**src/rtl/alu_arb_pkg.sv**
```systemverilog
// Shared definitions for the two-port ALU sharing arbiter: FSM encoding,
// default widths and requester index constants.
package alu_arb_pkg;

  localparam int WIDTH_DEF  = 32;
  localparam int ALUC_W_DEF = 4;

  localparam logic REQ0 = 1'b0;
  localparam logic REQ1 = 1'b1;

  typedef enum logic [1:0] {
    ST_IDLE = 2'd0,
    ST_EXEC = 2'd1,
    ST_RESP = 2'd2
  } arb_state_e;

endpackage

```
**src/rtl/rr_arb2.sv**
```systemverilog
// Two-input round-robin grant: a lone requester wins, on contention the
// requester that did not win last time wins.
module rr_arb2
  import alu_arb_pkg::*;
(
  input  logic [1:0] req_valid,
  input  logic       last_grant,
  output logic       grant_valid,
  output logic       grant
);

  // Grant decode from the current request pattern
  always_comb begin
    grant_valid = 1'b0;
    grant       = REQ0;
    case (req_valid)
      2'b01: begin
        grant_valid = 1'b1;
        grant       = REQ0;
      end
      2'b10: begin
        grant_valid = 1'b1;
        grant       = REQ1;
      end
      2'b11: begin
        grant_valid = 1'b1;
        grant       = ~last_grant;
      end
      default: begin
        grant_valid = 1'b0;
        grant       = REQ0;
      end
    endcase
  end

endmodule

```
**src/rtl/alu_share_arb.sv**
```systemverilog
// Shares one combinational ALU between two requesters with round-robin
// arbitration. Optional grant counters are enabled by ALU_ARB_STATS_EN.
module alu_share_arb
  import alu_arb_pkg::*;
#(
  parameter int WIDTH  = WIDTH_DEF,
  parameter int ALUC_W = ALUC_W_DEF
) (
  input  logic                  clk,
  input  logic                  clrn,
  input  logic [1:0]            req_valid,
  output logic [1:0]            req_ready,
  input  logic [2*WIDTH-1:0]    req_x,
  input  logic [2*WIDTH-1:0]    req_y,
  input  logic [2*ALUC_W-1:0]   req_aluc,
  output logic [1:0]            rsp_valid,
  input  logic [1:0]            rsp_ready,
  output logic [WIDTH-1:0]      rsp_r,
  output logic                  rsp_z,
  output logic [WIDTH-1:0]      alu_x,
  output logic [WIDTH-1:0]      alu_y,
  output logic [ALUC_W-1:0]     alu_aluc,
  input  logic [WIDTH-1:0]      alu_r,
  input  logic                  alu_z
`ifdef ALU_ARB_STATS_EN
  ,
  output logic [15:0]           grant_cnt0,
  output logic [15:0]           grant_cnt1
`endif
);

  arb_state_e          state_r;
  logic                last_grant_r;
  logic                owner_r;
  logic [WIDTH-1:0]    op_x_r;
  logic [WIDTH-1:0]    op_y_r;
  logic [ALUC_W-1:0]   op_aluc_r;
  logic [WIDTH-1:0]    res_r;
  logic                res_z_r;

  logic                grant_valid_s;
  logic                grant_s;
  logic                accept_s;
  logic [WIDTH-1:0]    sel_x_s;
  logic [WIDTH-1:0]    sel_y_s;
  logic [ALUC_W-1:0]   sel_aluc_s;

  rr_arb2 u_rr_arb2 (
    .req_valid   (req_valid),
    .last_grant  (last_grant_r),
    .grant_valid (grant_valid_s),
    .grant       (grant_s)
  );

  // A grant only turns into an accept while idle
  assign accept_s = (state_r == ST_IDLE) && grant_valid_s;

  // Operand select for the winning requester
  always_comb begin
    if (grant_s == REQ1) begin
      sel_x_s    = req_x[WIDTH +: WIDTH];
      sel_y_s    = req_y[WIDTH +: WIDTH];
      sel_aluc_s = req_aluc[ALUC_W +: ALUC_W];
    end else begin
      sel_x_s    = req_x[0 +: WIDTH];
      sel_y_s    = req_y[0 +: WIDTH];
      sel_aluc_s = req_aluc[0 +: ALUC_W];
    end
  end

  // Handshake decode from registered state
  always_comb begin
    req_ready = 2'b00;
    rsp_valid = 2'b00;
    if (accept_s) begin
      req_ready[grant_s] = 1'b1;
    end else begin
      req_ready = 2'b00;
    end
    if (state_r == ST_RESP) begin
      rsp_valid[owner_r] = 1'b1;
    end else begin
      rsp_valid = 2'b00;
    end
  end

  // Arbitration FSM and datapath registers
  always_ff @(posedge clk) begin
    if (!clrn) begin
      state_r      <= ST_IDLE;
      last_grant_r <= REQ1;
      owner_r      <= REQ0;
      op_x_r       <= '0;
      op_y_r       <= '0;
      op_aluc_r    <= '0;
      res_r        <= '0;
      res_z_r      <= 1'b0;
    end else begin
      case (state_r)
        ST_IDLE: begin
          if (accept_s) begin
            op_x_r       <= sel_x_s;
            op_y_r       <= sel_y_s;
            op_aluc_r    <= sel_aluc_s;
            owner_r      <= grant_s;
            last_grant_r <= grant_s;
            state_r      <= ST_EXEC;
          end
        end
        ST_EXEC: begin
          res_r   <= alu_r;
          res_z_r <= alu_z;
          state_r <= ST_RESP;
        end
        ST_RESP: begin
          // Only the owner's rsp_ready can retire the result
          if (rsp_ready[owner_r]) begin
            state_r <= ST_IDLE;
          end
        end
        default: state_r <= ST_IDLE;
      endcase
    end
  end

  assign alu_x    = op_x_r;
  assign alu_y    = op_y_r;
  assign alu_aluc = op_aluc_r;
  assign rsp_r    = res_r;
  assign rsp_z    = res_z_r;

`ifdef ALU_ARB_STATS_EN
  logic [15:0] cnt0_r;
  logic [15:0] cnt1_r;

  // Per-requester accept counters, wrapping at 16 bits
  always_ff @(posedge clk) begin
    if (!clrn) begin
      cnt0_r <= 16'd0;
      cnt1_r <= 16'd0;
    end else if (accept_s) begin
      if (grant_s == REQ1) begin
        cnt1_r <= cnt1_r + 16'd1;
      end else begin
        cnt0_r <= cnt0_r + 16'd1;
      end
    end
  end

  assign grant_cnt0 = cnt0_r;
  assign grant_cnt1 = cnt1_r;
`endif

endmodule

```
**config.mk**
```make
export PLATFORM = sky130hd
export DESIGN_NAME = alu_share_arb
export DESIGN_NICKNAME = d
export VERILOG_FILES = /design/src/rtl/alu_arb_pkg.sv /design/src/rtl/rr_arb2.sv /design/src/rtl/alu_share_arb.sv
export SDC_FILE = /design/constraint.sdc
export NUM_CORES = 1
export LEC_CHECK = 0
export ABC_AREA = 1
export CAP_MARGIN = 25
export CORE_ASPECT_RATIO = 0.75
export CORE_MARGIN = 10
export CORE_UTILIZATION = 34
export DETAILED_ROUTE_END_ITERATION = 8
export PLACE_DENSITY = 0.76
export SYNTH_ARGS = -nofsm -noshare
export SYNTH_HDL_FRONTEND = slang
export SYNTH_SLANG_ARGS = --single-unit
```
**constraint.sdc**
```tcl
create_clock -name clk -period 1.2 [get_ports clk]
set_input_delay 0.24 -clock clk [delete_from_list [all_inputs] [get_ports clk]]
set_output_delay 0.24 -clock clk [all_outputs]
set_load 0.01 [all_outputs]
```
==> flow_summary.yaml <==
route:
  drt_iter0_drc: 257
  first_pass_iters: 4
  post_drt_wl_per_cell_um: 17.75
  ant_nets: 0
  routed_wirelength_um: 20570
  post_drt_via_cell_ratio: 4.760
  num_vias: 5517
  route.detailed.drc: 0
setup_path:
  criticalPathCategory: "reg -> out"
  cp_data_arrival_time_ps: 1150
  cp-end-kind: "primary output"
  critPathMaxFanout: 3
  setup.worst_path.start_class: "register"
  critPathRequiredTime_ps: 960
logic_synthesis:
  synth_top_area_share_pct: 45.89
  ys_warn_count: 0
  yosys-top-cells-area: "dfxtp_1 46%, nand2_1 23%, a21oi_1 7.6%, nand3_1 7.6%, nor2_1 5.8%"
  yosysSeqAreaShare_pct: 45.89
  syn_area_per_cell_um2: 6.629
  syn_area_um2: 4581
  yosys.area.top_type: "dfxtp_1"
  synth-seq-cells: 105
  ys_types: 15
  syn_inst: 691
  syn_nets: 866
sta:
  tns_ps: -9174
  finalCritPeriodShare_pct: 116.2
  rsz0062_at_grt: "yes"
  slew_headroom_pct: 68.83
  hold_viol: 0
  setup_slack_ps: -194.8
  finClkSkew_ps: 7.195
  period_minus_slack_ps: 1395
  fin_hold_ws_ps: 460.6
  setup_viol: 75
  worst_slew_pin_slew_ps: 467.6
  finalMaxSlewViolations: 0
  fmax_mhz: 717.0
global_routing:
  track_usage_pct: 20.29
  grt_pass1_wl_um: 30440
  overflow: 0
  antenna_found_initial: 0
  grt_pass1_vias: 5317
  grt_max_degree: 44
min_path:
  hold_class: "reg -> reg"
pwr:
  ir_worst_vdd_v: 0.0008170
  leakage_nw: 3.897
  powerDensity_nw_per_um2: 1250
placement:
  dp_hpwl_um: 13940
  place_congestion: 0.7805
  io_buffers: 279
  placedCellCount: 1115
status:
  status: "finished, violations left"
  violations: "negative setup slack"
cts:
  clockBufferDepth: 2
  worstSkewPairLatency_ps: 330
  cts_tree: "built"
  clock-sinks: 105
  htree_num_levels: 3
  cts_buffers: 9
  clkTransAtPathRegs_ps: 70
  clock-root-buffer: "clkbuf_16"
floorplanning:
  core_area_um2: 13110
  pin_count: 280
  die_w_um: 154.0
  die_area_um2: 18560
  num_rows: 36
  die_h_um: 120.5
  initial_core_util_pct: 34.95
finish:
  drive_gt1_share_pct: 23.71
  num-nets-final: 1159
  area_growth_pct: 89.32
  final_cells: 1159
run:
  maxCapViolations: 0
synthesized netlist by cell type:
master and number:
a21oi_1 70, buf_1 2, buf_2 19, buf_4 5
clkbuf_1 26, dfxtp_1 105, inv_1 6, inv_2 2
nand2_1 278, nand2_2 2, nand3_1 70, nor2_1 71
nor2_2 1, o21ai_0 33, o21ai_4 1
sequential cells by signal, indices dropped and copies added, names as in the netlist:
| signal | flops |
|---|---|
| owner_r | 1 |
| alu_aluc | 4 |
| alu_y | 32 |
| last_grant_r | 1 |
| alu_x | 32 |
| rsp_z | 1 |
| state_r | 2 |
| rsp_r | 32 |
layer usage:
metal  vias up  global-route usage [%]  part of all wire (%)
met5         -                       0                     0
met4         0                   4.181                   1.0
met3        14                   6.270                   7.9
met2       203                   33.59                    47
met1      2501                   25.53                    44
li1       2799                       -                     -
logic make-up (layout without fill, tap and decap cells):
family	count (synthesis)	in the layout	synth area share (%)
buffers and inverters	60	356	5.845
AOI/OAI and AO/OA	104	104	11.61
other	0	1	0
DFF	105	105	45.89
and+or+nand+nor	422	422	36.66
where the power goes:
group | leakage (nW) | internal, W | switching (W)
Clock | 0.148 | 0.00181 | 0.00128
Sequential | 0.870 | 0.00384 | 0.000204
Combinational | 2.88 | 0.00197 | 0.00173
critical path: stages, from the launching register on:
cell and delay [ps]:
dfxtp_4 360, nor2_4 170, buf_6 120, nand2_4 40, inv_2 40, buf_6 90
timing repair:
item / in CTS / in global routing
buffers inserted: 9 / 5
hold buffers: 0 / 0
gates resized for setup: 324 / 123
gates cloned: 16 / 3
endpoints found under the setup margin: 176 / 194
pin swaps: 27 / 2
metrics by stage:
stage                     util (%)  power, W  worst slack [ps]  cell area, µm²
after floorplan                  -  0.005330            -11.87            4603
after global placement       58.57  0.007010            -634.0            7677
after detailed placement     58.57  0.007046            -639.1            7677
after CTS                    67.40   0.01088            -209.1            8835
after global routing         66.14   0.01138            -242.3            8670
final                        66.16   0.01084            -194.8            8672
layout by cell type (no fill, tap or decap), types with 12 or more instances in the layout:
master             n
clkdlybuf4s15_1   23
nand2_4           16
nand2_2           24
nand3_1           69
dfxtp_2           12
nor2_1            69
clkbuf_2          62
o21ai_0           33
a21oi_2           19
a21oi_1           51
buf_12            22
nand2_1          240
dfxtp_1           91
buf_16            14
clkdlybuf4s50_1  172
layout make-up:
| cell class | instances | area [µm²] |
|---|---|---|
| Antenna cell | 1 | 2.502 |
| Clock buffer | 9 | 225.2 |
| Clock inverter | 5 | 81.33 |
| Fill cell | 1171 | 4436 |
| Inverter | 8 | 48.80 |
| Multi-Input combinational cell | 526 | 2477 |
| Sequential cell | 105 | 2125 |
| Tap cell | 171 | 214.0 |
| Timing Repair Buffer | 333 | 3487 |
| Timing Repair inverter | 1 | 11.26 |
path summary, 6_finish.rpt:
kind | from | endpoint | slack (ps) | cells after the start
worst max register to register | state_r[0]$_SDFFE_PN0P_ | alu_x[6]$_SDFFE_PN0P_ | -180 | 8
worst min-delay path | alu_y[3]$_SDFFE_PN0P_ | alu_y[3]$_SDFFE_PN0P_ | 460 | 2
worst min register to register | alu_y[3]$_SDFFE_PN0P_ | alu_y[3]$_SDFFE_PN0P_ | 460 | 2
worst max-delay path | state_r[0]$_SDFFE_PN0P_ | req_ready[1] | -190 | 5
(Power assumes the default switching activity.)
